### src/rtl/pac_mapper_pkg.sv
// Shared types and fixed addresses for the FM-PAC page-1 mapper controller.
package pac_mapper_pkg;

  typedef enum logic [1:0] {IDLE, REQ, WAIT_ACK, HOLD} state_t;

  localparam logic [15:0] BANK_ADDR = 16'h7FF7;
  localparam logic [15:0] KEY_ADDR  = 16'h5FFE;
  // {key1, key0} value that unlocks the battery SRAM
  localparam logic [15:0] KEY       = 16'h694D;

endpackage

### src/rtl/pac_ram_handshake.sv
// One RAM transaction: single-cycle REQ pulse, wait for ACK, abort after TIMEOUT busy cycles.
module pac_ram_handshake #(
  parameter int unsigned TIMEOUT = 255
) (
  input  logic       CLK,
  input  logic       RESET_n,
  input  logic       clr,
  input  logic       go,
  input  logic       ack,
  input  logic [7:0] ram_dout,
  output logic       req,
  output logic       done,
  output logic       timeout,
  output logic [7:0] rdata
);

  localparam logic [7:0] TO_LAST = 8'(TIMEOUT - 1);

  logic       busy_q;
  logic       req_q;
  logic [7:0] cnt_q;

  always_ff @(posedge CLK or negedge RESET_n) begin
    if (!RESET_n) begin
      busy_q <= 1'b0;
      req_q  <= 1'b0;
      cnt_q  <= 8'h00;
    end else if (clr) begin
      busy_q <= 1'b0;
      req_q  <= 1'b0;
      cnt_q  <= 8'h00;
    end else begin
      req_q <= go && !busy_q;
      if (go && !busy_q) begin
        busy_q <= 1'b1;
        cnt_q  <= 8'h00;
      end else if (busy_q) begin
        if (ack || cnt_q == TO_LAST) begin
          busy_q <= 1'b0;
        end else begin
          cnt_q <= cnt_q + 8'h01;
        end
      end
    end
  end

  // The REQ cycle counts toward the timeout, so WAIT_n is held for at most TIMEOUT cycles.
  assign req     = req_q;
  assign done    = busy_q && ack;
  assign timeout = busy_q && !ack && (cnt_q == TO_LAST);
  assign rdata   = ack ? ram_dout : 8'hFF;

endmodule

### src/rtl/pac_mapper_ctrl.sv
// FM-PAC page-1 controller: banked ROM plus key-unlocked 8KB SRAM, backed by external RAM
// through a REQ/ACK handshake with Z80 wait stretching and SRAM dirty tracking.
module pac_mapper_ctrl
  import pac_mapper_pkg::*;
#(
  parameter int unsigned RAM_AW        = 23,
  parameter int unsigned RAM_ADDR_ROM  = 0,
  parameter int unsigned RAM_ADDR_SRAM = 0,
  parameter int unsigned ROM_BANKS     = 4,
  parameter int unsigned TIMEOUT       = 255,
  parameter bit          WAIT_EN       = 1'b1
) (
  input  logic              CLK,
  input  logic              RESET_n,
  input  logic              BUS_RESET_n,
  input  logic [15:0]       ADDR,
  input  logic [7:0]        DIN,
  input  logic              SLTSL_n,
  input  logic              MERQ_n,
  input  logic              RD_n,
  input  logic              WR_n,
  output logic [7:0]        DOUT,
  output logic              BUSDIR_n,
  output logic              WAIT_n,
  output logic [RAM_AW-1:0] RAM_ADDR,
  output logic [7:0]        RAM_DIN,
  output logic              RAM_WE,
  output logic              RAM_REQ,
  input  logic              RAM_ACK,
  input  logic [7:0]        RAM_DOUT,
  input  logic              CLR_DIRTY,
  output logic              SRAM_ENABLE,
  output logic              SRAM_DIRTY,
  output logic              TIMEOUT_ERR
);

  localparam int unsigned       BW        = (ROM_BANKS > 1) ? $clog2(ROM_BANKS) : 1;
  localparam logic [BW-1:0]     BANK_MASK = BW'(ROM_BANKS - 1);
  localparam logic [RAM_AW-1:0] ROM_BASE  = RAM_AW'(RAM_ADDR_ROM);
  localparam logic [RAM_AW-1:0] SRAM_BASE = RAM_AW'(RAM_ADDR_SRAM);

  state_t            state_q;
  logic              acc, acc_q, rd, is_bank, reg_access, use_sram, needs_ram, start;
  logic [7:0]        reg_rdata;
  logic [BW-1:0]     bank_q;
  logic [7:0]        key0_q, key1_q, dout_q, ram_din_q;
  logic              busdir_n_q, wait_n_q, ram_we_q, rd_q, sram_wr_q, dirty_q, timeout_err_q;
  logic [RAM_AW-1:0] ram_addr_q, rom_addr, sram_addr;
  logic              hs_done, hs_timeout;
  logic [7:0]        hs_rdata;

  assign acc         = !SLTSL_n && !MERQ_n && (!RD_n || !WR_n) && (ADDR[15:14] == 2'b01);
  assign rd          = !RD_n;
  assign start       = (state_q == IDLE) && acc && !acc_q;
  assign SRAM_ENABLE = ({key1_q, key0_q} == KEY);
  assign is_bank     = (ADDR == BANK_ADDR);
  assign rom_addr    = ROM_BASE | RAM_AW'({bank_q, ADDR[13:0]});
  assign sram_addr   = SRAM_BASE | RAM_AW'(ADDR[12:0]);

  // Key registers only read back while unlocked; otherwise those addresses fall through to ROM.
  always_comb begin
    reg_access = 1'b0;
    use_sram   = 1'b0;
    reg_rdata  = 8'h00;
    if (is_bank) begin
      reg_access = 1'b1;
      reg_rdata  = 8'(bank_q);
    end else if ((ADDR[15:1] == KEY_ADDR[15:1]) && (!rd || SRAM_ENABLE)) begin
      reg_access = 1'b1;
      reg_rdata  = ADDR[0] ? key1_q : key0_q;
    end else if (!ADDR[13] && SRAM_ENABLE) begin
      use_sram = 1'b1;
    end
  end

  assign needs_ram = !reg_access && (rd || use_sram);

  pac_ram_handshake #(
    .TIMEOUT (TIMEOUT)
  ) u_handshake (
    .CLK      (CLK),
    .RESET_n  (RESET_n),
    .clr      (!BUS_RESET_n),
    .go       (start && needs_ram),
    .ack      (RAM_ACK),
    .ram_dout (RAM_DOUT),
    .req      (RAM_REQ),
    .done     (hs_done),
    .timeout  (hs_timeout),
    .rdata    (hs_rdata)
  );

  always_ff @(posedge CLK or negedge RESET_n) begin
    if (!RESET_n) begin
      state_q       <= IDLE;
      acc_q         <= 1'b0;
      bank_q        <= '0;
      key0_q        <= 8'h00;
      key1_q        <= 8'h00;
      dout_q        <= 8'h00;
      busdir_n_q    <= 1'b1;
      wait_n_q      <= 1'b1;
      ram_addr_q    <= '0;
      ram_din_q     <= 8'h00;
      ram_we_q      <= 1'b0;
      rd_q          <= 1'b0;
      sram_wr_q     <= 1'b0;
      dirty_q       <= 1'b0;
      timeout_err_q <= 1'b0;
    end else begin
      if (CLR_DIRTY) dirty_q <= 1'b0;
      if (!BUS_RESET_n) begin
        // Dirty state deliberately survives a bus reset so pending save-back is not lost.
        state_q       <= IDLE;
        acc_q         <= 1'b0;
        bank_q        <= '0;
        key0_q        <= 8'h00;
        key1_q        <= 8'h00;
        dout_q        <= 8'h00;
        busdir_n_q    <= 1'b1;
        wait_n_q      <= 1'b1;
        ram_addr_q    <= '0;
        ram_din_q     <= 8'h00;
        ram_we_q      <= 1'b0;
        rd_q          <= 1'b0;
        sram_wr_q     <= 1'b0;
        timeout_err_q <= 1'b0;
      end else begin
        acc_q <= acc;
        unique case (state_q)
          IDLE: begin
            if (start) begin
              rd_q <= rd;
              if (reg_access) begin
                if (rd) begin
                  dout_q     <= reg_rdata;
                  busdir_n_q <= 1'b0;
                end else if (is_bank) begin
                  bank_q <= DIN[BW-1:0] & BANK_MASK;
                end else if (ADDR[0]) begin
                  key1_q <= DIN;
                end else begin
                  key0_q <= DIN;
                end
                state_q <= HOLD;
              end else if (needs_ram) begin
                ram_addr_q <= use_sram ? sram_addr : rom_addr;
                ram_we_q   <= !rd;
                ram_din_q  <= DIN;
                sram_wr_q  <= use_sram && !rd;
                wait_n_q   <= !WAIT_EN;
                state_q    <= REQ;
              end else begin
                state_q <= HOLD;
              end
            end
          end
          REQ, WAIT_ACK: begin
            if (hs_done || hs_timeout) begin
              wait_n_q <= 1'b1;
              ram_we_q <= 1'b0;
              if (hs_timeout) timeout_err_q <= 1'b1;
              if (hs_done && sram_wr_q) dirty_q <= 1'b1;
              if (acc) begin
                state_q <= HOLD;
                if (rd_q) begin
                  dout_q     <= hs_rdata;
                  busdir_n_q <= 1'b0;
                end
              end else begin
                state_q <= IDLE;
              end
            end else begin
              state_q <= WAIT_ACK;
            end
          end
          HOLD: begin
            if (!acc) begin
              state_q    <= IDLE;
              dout_q     <= 8'h00;
              busdir_n_q <= 1'b1;
            end
          end
          default: state_q <= IDLE;
        endcase
      end
    end
  end

  assign DOUT        = dout_q;
  assign BUSDIR_n    = busdir_n_q;
  assign WAIT_n      = wait_n_q;
  assign RAM_ADDR    = ram_addr_q;
  assign RAM_DIN     = ram_din_q;
  assign RAM_WE      = ram_we_q;
  assign SRAM_DIRTY  = dirty_q;
  assign TIMEOUT_ERR = timeout_err_q;

endmodule

### config.mk
export PLATFORM = sky130hd
export DESIGN_NAME = pac_mapper_ctrl
export DESIGN_NICKNAME = d
export VERILOG_FILES = /design/src/rtl/pac_mapper_pkg.sv /design/src/rtl/pac_ram_handshake.sv /design/src/rtl/pac_mapper_ctrl.sv
export SDC_FILE = /design/constraint.sdc
export NUM_CORES = 1
export LEC_CHECK = 0
export BUFFER_PORTS_ARGS = -buffer_cell sky130_fd_sc_hd__buf_2
export CAP_MARGIN = 20
export CORE_MARGIN = 5
export CORE_UTILIZATION = 60
export CTS_BUF_LIST = sky130_fd_sc_hd__clkbuf_2 sky130_fd_sc_hd__clkbuf_4 sky130_fd_sc_hd__clkbuf_8
export DETAILED_ROUTE_END_ITERATION = 16
export GPL_ROUTABILITY_DRIVEN = 0
export PLACE_DENSITY_LB_ADDON = 0.12
export SYNTH_ARGS = -nofsm -noshare
export SYNTH_HDL_FRONTEND = slang
export SYNTH_SLANG_ARGS = --single-unit
### constraint.sdc
create_clock -name CLK -period 4.8 [get_ports CLK]
set_input_delay 0 -clock CLK [delete_from_list [all_inputs] [get_ports CLK]]
set_output_delay 0 -clock CLK [all_outputs]
set_load 0.02 [all_outputs]
# Word level (Yosys, flattened, before mapping)

Cells that the tools add are included.

Register bits after elaboration: 77
Logic and storage cells: 198

Add/sub/neg operators: 1
Equality and inequality tests: 33
Mux-type cells: 105
Reduce and logical (&&, ||, !) cells: 41

Operator list:

| cell                                                  | number |
|---|---|
| 2-to-1 mux 8 bit                                      | 35 |
| 2-to-1 mux 23 bit                                     | 5 |
| 2-to-1 mux 1 bit                                      | 46 |
| == test 16 x 15 -> 1 bit, second input constant       | 2 |
| inequality test 3 bit, second input constant          | 9 |
| 2-to-1 mux 2 bit                                      | 13 |
| one-hot mux 8 bit (3 select lines)                    | 1 |
| inequality test 2 x 1 -> 1 bit, second input constant | 9 |
| 2-to-1 mux 16 bit                                     | 1 |
| == test 15 x 14 -> 1 bit, second input constant       | 1 |
| logical AND 1 bit                                     | 15 |
| AND reduction 6 bit                                   | 2 |
| AND reduction 5 bit                                   | 2 |
| logical NOT 1 bit                                     | 9 |
| adder 8 x 1 -> 8 bit, second input constant           | 1 |
| == test 8 bit, second input constant                  | 1 |
| inequality test 2 bit, second input constant          | 4 |
| AND reduction 7 bit                                   | 1 |
| inequality test 3 x 1 -> 1 bit, second input constant | 2 |
| one-hot mux 2 bit (3 select lines)                    | 1 |
| AND reduction 2 bit                                   | 3 |
| logical OR 1 bit                                      | 5 |
| == test 2 x 1 -> 1 bit, second input constant         | 2 |
| == test 2 bit, second input constant                  | 2 |
| other kinds (7)                                       | 8 |

# Logic depth before layout (Yosys ltp)

Word-level depth: 12
Gate-level depth with buffers: 9
Gate-level depth less buffers: 7

# Modules after synthesis

A second synthesis with hierarchy kept.

Cell total of the unflattened synthesis: 336
Area, all modules: 3724.8 µm²

By module, submodules not included:

| module            | times used | cells an instance | area an instance (µm²) | seq. area each (µm²) |
|---|---|---|---|---|
| pac_mapper_ctrl   | 1          | 263               | 3024.2                 | 1503.9 |
| pac_ram_handshake | 1          | 73                | 700.7                  | 250.2 |

# Least setup slack after synthesis

Ideal clock, no wire load.

Path kind: register -> register
Start point: register key0_q[4]
End point: register dout_q[0] (netlist: DOUT[0])
Setup time: 0.125 ns
Data arrival time: 2.265 ns
Required time: 4.675 ns
Slack: 2.410 ns
Cell stages (with the launch flop): 6
Buffers on the path: 0
Clock period less this slack: 2.390 ns
Path through: dfrtp_1 -> nor4b_1 -> a41oi_1 -> or3_4 -> a211oi_4 -> mux2_4

Word-level cells in the longest chain between the ends: 10
Elaborated cells between the ends (all ways): 14
Classes of those cells: eq/ne (2); mux (9); reduce/logical (3)

RTL lines:

| element                            | RTL line               | RTL |
|---|---|---|
| start: declaration                 | pac_mapper_ctrl.sv:46  | `logic [7:0] key0_q, key1_q, dout_q, ram_din_q;` |
| start signal: assignment           | pac_mapper_ctrl.sv:98  | `key0_q <= 8'h00;` |
| start signal: assignment           | pac_mapper_ctrl.sv:117 | `key0_q <= 8'h00;` |
| start signal: assignment           | pac_mapper_ctrl.sv:143 | `key0_q <= DIN;` |
| == test 16 x 15 -> 1 bit *         | pac_mapper_ctrl.sv:55  | `assign SRAM_ENABLE = ({key1_q, key0_q} == KEY);` |
| logical OR 1 bit *                 | pac_mapper_ctrl.sv:68  | `end else if ((ADDR[15:1] == KEY_ADDR[15:1]) && (!rd \|\| SRAM_ENABLE)) begin` |
| logical AND 1 bit *                | pac_mapper_ctrl.sv:68  |  |
| 2-to-1 mux 8 bit                   | pac_mapper_ctrl.sv:68  |  |
| 2-to-1 mux 8 bit                   | pac_mapper_ctrl.sv:65  | `if (is_bank) begin` |
| 2-to-1 mux 8 bit                   | pac_mapper_ctrl.sv:135 | `if (rd) begin` |
| 2-to-1 mux 8 bit                   | pac_mapper_ctrl.sv:134 | `if (reg_access) begin` |
| 2-to-1 mux 8 bit                   | pac_mapper_ctrl.sv:132 | `if (start) begin` |
| one-hot mux 8 bit (3 select lines) | pac_mapper_ctrl.sv:130 | `unique case (state_q)` |
| 2-to-1 mux 8 bit                   | pac_mapper_ctrl.sv:112 | `if (!BUS_RESET_n) begin` |
| end signal: assignment             | pac_mapper_ctrl.sv:136 | `dout_q <= reg_rdata;` |
| end signal: assignment             | pac_mapper_ctrl.sv:167 | `dout_q <= hs_rdata;` |
| end: declaration                   | pac_mapper_ctrl.sv:46  |  |

Every way passes the cells marked *; elsewhere a longest branch is shown, timed or not. The select of a mux whose other input is x is not followed.
A chain may end at the register's enable or synchronous reset.

# Final worst setup path

Start point: input port SLTSL_n
End point: register ram_addr_q[14] (netlist: RAM_ADDR[14])

Word-level cells in the longest chain between the ends: 8

RTL lines:

| element                                  | RTL line               | RTL |
|---|---|---|
| start: declaration                       | pac_mapper_ctrl.sv:18  | `input logic SLTSL_n,` |
| logical NOT 1 bit                        | pac_mapper_ctrl.sv:52  | `assign acc = !SLTSL_n && !MERQ_n && (!RD_n \|\| !WR_n) && (ADDR[15:14] == 2'b01);` |
| logical AND 1 bit (3 in series)          | pac_mapper_ctrl.sv:52  |  |
| logical AND 1 bit (2 in series)          | pac_mapper_ctrl.sv:54  | `assign start = (state_q == IDLE) && acc && !acc_q;` |
| inequality test 2 x 1 -> 1 bit (no line) | n/a                    |  |
| AND reduction 4 bit (no line)            | n/a                    |  |
| end signal: assignment                   | pac_mapper_ctrl.sv:147 | `ram_addr_q <= use_sram ? sram_addr : rom_addr;` |
| end: declaration                         | pac_mapper_ctrl.sv:48  | `logic [RAM_AW-1:0] ram_addr_q, rom_addr, sram_addr;` |

Every way passes these cells.

==> impl_metrics.ini <==
[cts]
cts_root_buf = clkbuf_8
clk_latency_ns = 0.36
cts_buffer_depth = 2
cts_tree = built
path_clk_slew_ns = 0.08
cts_resized = 0
cts_made_buffers = 9
cts-htree-levels = 3
cts.sinks = 70

[routing]
vias_per_cell = 6.32
routedWlPerCell_microns = 18.9
post-route-drc-count = 0
drt_iter0_markers = 232
vias = 3691
drtAntennaViolNets = 0
drt-total-wl_microns = 11000
dr.pass1.iters = 5

[pwr]
swShare = 0.313
power.switching_mw = 0.542
irDropWorstVdd_v = 0.000195
power_density_mw_per_mm2 = 346
power_mw = 1.73
p_leak_nw = 2.23
seq_power_share = 0.390
clkPwrFrac = 0.345
p_int_mw = 1.19
comb_power_share = 0.265

[logic_synthesis]
postSynthAreaPerCell_sq_um = 9.92
post-synth-top-count-cell = dfrtp_1
yosys_warnings = 0
syn_area_sq_mm = 0.00409
synthTopCellsByCount = dfrtp_1, a21oi_1, o211ai_1, clkbuf_1, inv_1
synth_area_leader_cell = dfrtp_1
synth_flop_cell = dfrtp_1
synth.area.top_cells = dfrtp_1, o211ai_1, mux2_2, o2111ai_1, a21oi_1
synth_edf_count = 0
synth_top_area_frac = 0.416
synthCells = 412
synthArstFlopShare = 1.00
netlist-cell-type-count = 65
synth-seq-area-share = 0.429
synth-seq-cells = 70

[floorplanning]
dieArea_sq_mm = 0.00856
core_sq_mm = 0.00672
die_w_microns = 92.5
dieHeight_microns = 92.5
initial_core_util = 0.608
pin_count = 87
placementRows = 30

[run]
maxCapViolCount = 0

[sta]
finalCritPeriodShare = 0.632
slew_viol_final = 0
setup_violations = 0
slew_headroom = 0.291
report.final.hold_viol_count = 0
rsz0062_at_grt = no
finalSetupTns_ns = 0
clock.fmax_ghz = 0.329
worstMarginPinSlew_ns = 1.06
skew_ns = 0.0119
period_needed_ns = 3.04

[global_routing]
grt_start_max_net_pins = 71
globalRouteOverflowTotal = 0
grtUsageTotal = 0.272
grt_pass1_vias = 3730
antenna_found_initial = 0
grt_pass1_wl_microns = 18500

[critical_path]
worstPathArrival_ns = 3.31
critPathKind = in2reg
cp_data_required_time_ns = 5.07
startpoint_type = input pin
cp-end-kind = flip-flop
path_max_fanout = 32

[finish]
drive_above_1_share = 0.274
area_growth_pct = 22.1
num-fill-cells = 504
antennaDiodeCount = 0
nNetsFinal = 544

[placement]
dp_hpwl_microns = 7330
portBuffers = 79

[outcome]
outcome = complete, no violations

[min_path]
worst_hold_path_type = in2reg
## repair_timing
item                                   CTS  global route
endpoints found under the hold margin   93             0
setup buffers                            0             0
hold buffers                            25             0
## cell type report
cell class,instances,area [sq um],share of cell area
clock buffer,11,139,0.0278
sequential,70,1750,0.352
multi-input combinational,280,2090,0.418
clock inverter,5,106,0.0213
timing repair buffer,110,698,0.140
inverter,28,105,0.0211
tap,80,100,0.0201
## state kept, by name, summed over array words and instances, names as in the netlist, 2 cells and up
signal             count
RAM_ADDR              16
DOUT                   8
RAM_DIN                8
key0_q                 8
key1_q                 8
u_handshake.cnt_q      8
bank_q                 2
state_q                2
## through the flow
stage | utilization | hold WS (ns) | instance area [sq um] | worst slack, ns | cells
floorplan | - | -0.296 | 4110 | 2.41 | 418
global placement | 0.667 | 0.187 | 4480 | 1.93 | 542
detailed placement | 0.669 | 0.189 | 4490 | 1.85 | 543
CTS | 0.743 | 0.0222 | 4990 | 1.83 | 584
global route | 0.743 | 0.0380 | 4990 | 1.56 | 584
finish | 0.743 | 0.0316 | 4990 | 1.76 | 584
## routing by layer
metal  up-vias  share of wire  global-route usage
li1       1731              -                   -
met1      1773           0.42               0.345
met2       159           0.49               0.450
met3        28          0.062              0.0487
met4         0          0.027               0.130
met5         -              0                   0
## critical path, stage by stage
cell	delay, ns
dlygate4sd3_1	0.53
buf_2	0.12
nor4b_2	0.48
and4_1	0.27
buf_4	0.30
nand2_1	0.67
or4b_1	0.72
a21oi_1	0.19
## power by group through the flow
stage | Clock, mW | Combinational, mW | Sequential [mW]
finish | 0.596 | 0.457 | 0.675
global route | 0.628 | 0.505 | 0.683
CTS | 0.598 | 0.459 | 0.674
global placement | 0 | 0.434 | 0.681
floorplan | 0 | 0.283 | 0.716
detailed placement | 0 | 0.442 | 0.685
## final timing paths
kind / from / end / slack [ns] / cells past startpoint
min in group asynchronous: RESET_n / DOUT[4]$_DFFE_PN0P_ / 0.36 / 3
max in group asynchronous: RESET_n / RAM_DIN[3]$_DFFE_PN0P_ / 3.84 / 3
hold / removal: RAM_ACK / SRAM_DIRTY$_DFF_PN0_ / 0.03 / 3
hold reg to reg: TIMEOUT_ERR$_DFFE_PN0P_ / TIMEOUT_ERR$_DFFE_PN0P_ / 0.49 / 2
setup reg to reg: state_q[1]$_DFFE_PN0P_ / RAM_ADDR[14]$_DFFE_PN0P_ / 1.78 / 7
setup / recovery: SLTSL_n / RAM_ADDR[14]$_DFFE_PN0P_ / 1.76 / 8
## kinds of logic after synthesis
kind of cell | after synthesis | synth area share
DFF | 70 | 0.429
AOI/OAI and AO/OA | 136 | 0.243
and+or+nand+nor | 93 | 0.138
buffers and inverters | 68 | 0.0701
other | 1 | 0.000918
adders and majority gates | 4 | 0.0122
muxes | 35 | 0.0961
xor gates and xnor gates | 5 | 0.0107
## layout by cell type, fill, tap and decap left out, types with 3 or more instances in the layout
master / n
a21oi_1: 37
a221oi_1: 3
a31oi_1: 5
and2_1: 10
buf_2: 79
buf_4: 5
bufinv_16: 3
clkbuf_8: 9
conb_1: 7
dfrtp_1: 68
dlygate4sd3_1: 25
ha_1: 4
inv_1: 27
mux2_1: 3
mux2_2: 19
mux2_4: 3
mux2i_1: 10
nand2_1: 22
nand2b_1: 3
nand3_1: 5
nand4_1: 7
nor2_1: 7
nor3_1: 7
nor4_1: 8
o2111ai_1: 22
o211ai_1: 32
o21ai_0: 14
or4_1: 4
xor2_1: 3
Power figures use the tool's default switching activity.
